[config.mk]
export PLATFORM = sky130hd
export DESIGN_NAME = lfsr_rng
export DESIGN_NICKNAME = d
export VERILOG_FILES = /design/src/rtl/lfsr_rng.sv
export SDC_FILE = /design/constraint.sdc
export NUM_CORES = 1
export LEC_CHECK = 0
export CAP_MARGIN = 10
export CORE_MARGIN = 4
export CORE_UTILIZATION = 57
export DETAILED_ROUTE_END_ITERATION = 6
export DONT_BUFFER_PORTS = 1
export GPL_ROUTABILITY_DRIVEN = 0
export PLACE_DENSITY = 0.83
export SYNTH_ARGS = -nofsm -noshare
export SYNTH_HDL_FRONTEND = slang
export SYNTH_SLANG_ARGS = --single-unit
[constraint.sdc]
create_clock -name i_clk -period 2.22 [get_ports i_clk]
set_input_delay 0.111 -clock i_clk [delete_from_list [all_inputs] [get_ports i_clk]]
set_output_delay 0.111 -clock i_clk [all_outputs]
set_load 0.01 [all_outputs]
[src/rtl/lfsr_rng.sv]
// lfsr_rng: parametrised Fibonacci LFSR with seed load, free-run stepping and
// a req/valid draw port returning an unbiased value in [0, limit) by masked
// rejection sampling with a bounded number of retries.
// Ports:
//   i_clk        clock
//   i_rst        synchronous active-high reset
//   i_seed_load  load i_seed into the state (zero seed substitutes SEED)
//   i_seed       seed value
//   i_free_run   step the LFSR every cycle while not drawing
//   i_req        draw request, sampled only in IDLE
//   i_limit      exclusive upper bound, captured on accept
//   o_valid      one-cycle pulse, o_value is a fresh draw
//   o_value      drawn number, held until the next valid
//   o_busy       high while a draw is in flight (DRAW and DONE)
//   o_state      current LFSR state
module lfsr_rng #(
  parameter int unsigned           WIDTH     = 16,
  parameter logic [WIDTH-1:0]      TAPS      = WIDTH'(16'hD008),
  parameter logic [WIDTH-1:0]      SEED      = WIDTH'(1),
  parameter int unsigned           OUT_W     = 8,
  parameter int unsigned           MAX_TRIES = 8
) (
  input  logic             i_clk,
  input  logic             i_rst,
  input  logic             i_seed_load,
  input  logic [WIDTH-1:0] i_seed,
  input  logic             i_free_run,
  input  logic             i_req,
  input  logic [OUT_W-1:0] i_limit,
  output logic             o_valid,
  output logic [OUT_W-1:0] o_value,
  output logic             o_busy,
  output logic [WIDTH-1:0] o_state
);

  localparam int unsigned TRY_W = (MAX_TRIES > 1) ? $clog2(MAX_TRIES) : 1;

  typedef enum logic [1:0] {
    IDLE = 2'd0,
    DRAW = 2'd1,
    DONE = 2'd2
  } fsm_t;

  fsm_t             r_fsm, w_fsm_nxt;
  logic [WIDTH-1:0] r_state, w_state_nxt, w_step;
  logic [OUT_W-1:0] r_lim, w_lim_nxt;
  logic [OUT_W-1:0] r_mask, w_mask_nxt;
  logic [OUT_W-1:0] r_value, w_value_nxt;
  logic [TRY_W-1:0] r_tries, w_tries_nxt;
  logic             r_valid, w_valid_nxt;
  logic             r_busy, w_busy_nxt;
  logic             w_fb, w_do_step;
  logic [OUT_W-1:0] w_smear, w_mask_acc, w_cand;

  // Feedback and next LFSR value
  always_comb begin
    w_fb   = ^(r_state & TAPS);
    w_step = {r_state[WIDTH-2:0], w_fb};
  end

  // Smallest all-ones mask covering limit-1; zero for limit 0 or 1
  always_comb begin
    w_smear = i_limit - OUT_W'(1);
    for (int i = 1; i < OUT_W; i++) begin
      w_smear = w_smear | (w_smear >> i);
    end
    w_mask_acc = (i_limit <= OUT_W'(1)) ? '0 : w_smear;
    w_cand     = r_state[OUT_W-1:0] & r_mask;
  end

  // FSM state register
  always_ff @(posedge i_clk) begin
    if (i_rst) r_fsm <= IDLE;
    else       r_fsm <= w_fsm_nxt;
  end

  // Next-state, draw datapath and LFSR update
  always_comb begin
    w_fsm_nxt   = r_fsm;
    w_lim_nxt   = r_lim;
    w_mask_nxt  = r_mask;
    w_tries_nxt = r_tries;
    w_value_nxt = r_value;
    w_do_step   = 1'b0;
    case (r_fsm)
      IDLE: begin
        w_do_step = i_free_run;
        if (i_req) begin
          w_lim_nxt   = i_limit;
          w_mask_nxt  = w_mask_acc;
          w_tries_nxt = '0;
          w_fsm_nxt   = DRAW;
        end
      end
      DRAW: begin
        w_do_step = 1'b1;
        if (r_lim <= OUT_W'(1)) begin
          w_value_nxt = '0;
          w_fsm_nxt   = DONE;
        end else if (w_cand < r_lim) begin
          w_value_nxt = w_cand;
          w_fsm_nxt   = DONE;
        end else if (r_tries == TRY_W'(MAX_TRIES - 1)) begin
          // mask < 2*lim, so a rejected candidate minus lim is in range
          w_value_nxt = w_cand - r_lim;
          w_fsm_nxt   = DONE;
        end else begin
          w_tries_nxt = r_tries + TRY_W'(1);
        end
      end
      DONE: begin
        w_do_step = i_free_run;
        w_fsm_nxt = IDLE;
      end
      default: w_fsm_nxt = IDLE;
    endcase

    if (i_seed_load)    w_state_nxt = (i_seed == '0) ? SEED : i_seed;
    else if (w_do_step) w_state_nxt = w_step;
    else                w_state_nxt = r_state;

    w_valid_nxt = (w_fsm_nxt == DONE);
    w_busy_nxt  = (w_fsm_nxt != IDLE);
  end

  // Datapath and output registers
  always_ff @(posedge i_clk) begin
    if (i_rst) begin
      r_state <= SEED;
      r_lim   <= '0;
      r_mask  <= '0;
      r_tries <= '0;
      r_value <= '0;
      r_valid <= 1'b0;
      r_busy  <= 1'b0;
    end else begin
      r_state <= w_state_nxt;
      r_lim   <= w_lim_nxt;
      r_mask  <= w_mask_nxt;
      r_tries <= w_tries_nxt;
      r_value <= w_value_nxt;
      r_valid <= w_valid_nxt;
      r_busy  <= w_busy_nxt;
    end
  end

  assign o_valid = r_valid;
  assign o_value = r_value;
  assign o_busy  = r_busy;
  assign o_state = r_state;

endmodule

==> impl_results.md <==
- Area delta synth->final: 26.72%
- Final net count: 406
- PnR worst setup slack: -72.17 ps
- CP cell instances: nand2_4 -> ha_4 -> fa_2 -> and2b_1 -> o2111ai_2 -> a21oi_2 -> nor2_4 -> o41ai_4 -> buf_6 -> a221o_1
- Post-synthesis cell type count: 55
- PortBufs: 0
- Rows: 24
- Post-synth EDFFs: 0
- Max incr delay on CP: 360 ps
- Pwr Density: ~680 mW/mm^2
- Routed met1 length: 2939 um
- Crit Path Category: flop to flop
- Critical Path RT: approximately 2500 ps
- Pre-antenna DRT Iters: 4
- Hpwl dp: approximately 4900 um
- CTS Root Cell: clkbuf_8
- Post-synth top cells: 47 x dfxtp_1, 34 x nand2_1, 26 x a21oi_1
- Core area: around 0.0045 sq mm
- Synthesized cell area: between 0.002 and 0.003 sq mm
- Clk sink count: 47
- DR WL/cell: about 19 um
- 1st-iter DRT viols: between 100 and 150
- Synth Area in Compound Gates: 0.2370
- Via count: 2,647
- Fraction of registers with async set or reset after synthesis: 0
- CTS clk-pin slew, worst paths: approximately 90 ps
- Worst ir drop on vdd: 0.5794 mV
- Net count after synthesis: between 300 and 400
- Via/cell ratio: 6.363
- Post-synthesis sequential area ratio: 0.3488
- Routed WL: 7778 um
- Internal power: around 1600 uW
- DP Area: between 0.002 and 0.003 sq mm
- Core Util, Final: 0.7640
- R2r endpoint: o_value[7]$_SDFFE_PP0P_
- Multiplexer share of the synthesized area: 0.06076
- Count leader, synth: dfxtp_1
- Die footprint: just under 0.006 sq mm
- R2r setup slk: -70 ps
- Worst Max-Slew Pin Slew: ~600 ps
- Fmax: about 440 MHz
- Met2 WL: just over 4000 um
- CTS tree: built
- CTS Buf Count: 5
- DP Worst Slack: -59.80 ps
- Layout cells sized above 1: 0.1896
- Clock Skew: ~11 ps
- Synth Area in XOR/XNOR: 0.02922
- Number of global-route vias before repair: between 2,000 and 3,000
- Yosys warning total: 0
- Final hold viol count: 0
- Leak Pwr: 0.001465 uW
- Largest net degree at the start of global routing: 44
- Clock latency on the worst-skew pair: about 300 ps
- CP max stage cell: dfxtp_4
- Hold/Removal Path Class: input pin to flop
- CP Capture Point: o_value[7]$_SDFFE_PP0P_
- CP Capture Type: flop
- Cell area after layout: approximately 0.0034 sq mm
- Main synth FF type: dfxtp_1
- FF-to-FF Start: o_state[0]$_SDFFE_PP1P_
- Worst Reg-to-Reg Cells: 10
- Failing checks: setup timing
- Antenna diodes: 0
- NetSw: just over 700 uW
- Max-cap viol count: 0
- Starting density of the core: 0.6029
- First-pass GRT wire length: 12,330 um
- Average size of a mapped cell: 8.564 sq um
- CP arrival: 2530 ps
- Final period util: 1.033
- Clk buf depth: 2
- Initial antenna violation count: 0
- Rel. slew slack: 0.5963
- Final min period: 2292 ps
- Yosys reg bits: 47
- Endpoints failing setup: 8
- Gr usage total: 0.2581
- RSZ-0062 raised after global routing: true
- Synth area leaders: dfxtp_1 35%, ha_1 6.0%, a21oi_1 4.8%
- Htree depth: 2
- ANT nets after route: 0
- Die width: 76.80 um
- Sw frac: 0.3061
- I/O Pins: 55
- Height of the die: ~77 um
- Clock network fraction of design power: 0.264
- Crit path launch: o_state[0]$_SDFFE_PP1P_
- Met3 Routed Length: 577 um
- Synth top area share: 0.3488
- Hold Worst Slack: about 14 ps
- Worst Setup Start Kind: flop
- Pins Over Slew Limit: 0
- Largest family of logic cells by synthesized area: compound AO/OA/AOI/OAI gates
- Crit path max fanout: 8
- Cell count after synthesis: approximately 320
- Simple-gate share of the synthesized area: 0.2078
- Uppermost layer routed: met4
- Flop pwr share: 0.421
- Adder-Cell Fraction of Synth Area: 0.06772
- Total grt overflow: 0
- Residual DRC: 0
- Area leader, netlist: dfxtp_1
- Combinational share of power: 0.315
- Tot Pwr: 2322 uW
- Status: finished with violations
layout by cell type, fill, tap and decap left out, types with 3 or more instances in the layout:
cell type      netlist  layout
inv_1               15      15
dlygate4sd3_1        0      30
xnor2_1              6       6
ha_1                13      11
a31oi_1              3       3
o31ai_1              4       3
xor2_1               3       3
and2_1               4       4
nand2_1             34      33
nor3_1               9       7
mux2i_1             13      13
clkbuf_8             0       5
o21ai_0              5       5
a22oi_1             11      11
nor4_1               4       4
a211oi_1            15      15
a21oi_2              1       3
nand3_1              4       4
dfxtp_1             47      44
nor2_1              25      24
nand2b_1             8       7
buf_4                2      26
a22o_2               7       6
o21a_1               3       3
a21oi_1             26      24
worst min-delay path by stage:
| stage | startpoint | end | slack [ps] | cells past startpoint |
|---|---|---|---|---|
| detailed placement | i_rst | r_tries[2]$_SDFFE_PP0P_ | 190 | 1 |
| CTS | i_rst | r_mask[0]$_SDFFE_PP0P_ | -140 | 1 |
| floorplan | i_limit[5] | r_lim[5]$_SDFFE_PP0P_ | 250 | 2 |
| global route | i_rst | r_tries[0]$_SDFFE_PP0P_ | 5 | 2 |
| finish | i_rst | r_tries[0]$_SDFFE_PP0P_ | 10 | 2 |
| global placement | i_rst | r_tries[1]$_SDFFE_PP0P_ | 190 | 1 |
sequential cells by signal, summed over array words and instances (netlist names):
name     flops
o_busy       1
r_mask       8
r_tries      3
r_fsm        2
o_state     16
r_lim        8
o_valid      1
o_value      8
routing by layer:
metal  up-vias  track usage
met5         -            0
met2        96       0.4756
met4         0      0.09420
li1       1237            -
met1      1292       0.2781
met3        22      0.07260
cells by family after synthesis:
| logic type | count (synthesis) |
|---|---|
| multiplexers | 16 |
| XOR/XNOR | 9 |
| flip-flops | 47 |
| buffers and inverters | 33 |
| AO/OA/AOI/OAI | 90 |
| AND/OR/NAND/NOR | 106 |
| adder cells (fa/ha/maj) | 14 |
power groups by stage:
stage | combinational, uW | clock, uW | sequential, uW
after floorplan | 440 | 0 | 996
after global placement | 575 | 0 | 989
after detailed placement | 593 | 0 | 992
after CTS | 685 | 614 | 974
after global routing | 798 | 651 | 983
final | 731 | 613 | 978
layout make-up:
cell class | count | area (sq um)
multi-input combinational | 235 | 1722
fill | 294 | 1056
sequential | 47 | 947.2
timing repair buffer | 58 | 518.0
clock buffer | 7 | 76.32
tap | 52 | 65.06
inverter | 16 | 60.06
clock inverter | 1 | 30.03
critical path, delay by kind of cell (launching register included):
family / cells / cell delay [ps]
compound gates: 4 / 790
simple gates: 3 / 390
flops: 1 / 360
fa+ha+maj: 2 / 500
buf+inv: 1 / 170
repair_timing:
action,CTS,global route
gates resized for setup,3,10
hold buffers,29,1
pin swaps,1,2
setup buffers,2,0
setup endpoints to repair,8,28
endpoints found under the hold margin,39,10
cloned,0,0
per-stage QoR:
stage	cells	TNS, ps
global route	416	-1566
detailed placement	376	-455.4
finish	416	-506.1
floorplan	315	-399.5
global placement	376	-11.83
CTS	415	-436.1
No activity file was read; power rests on OpenSTA's default activity.
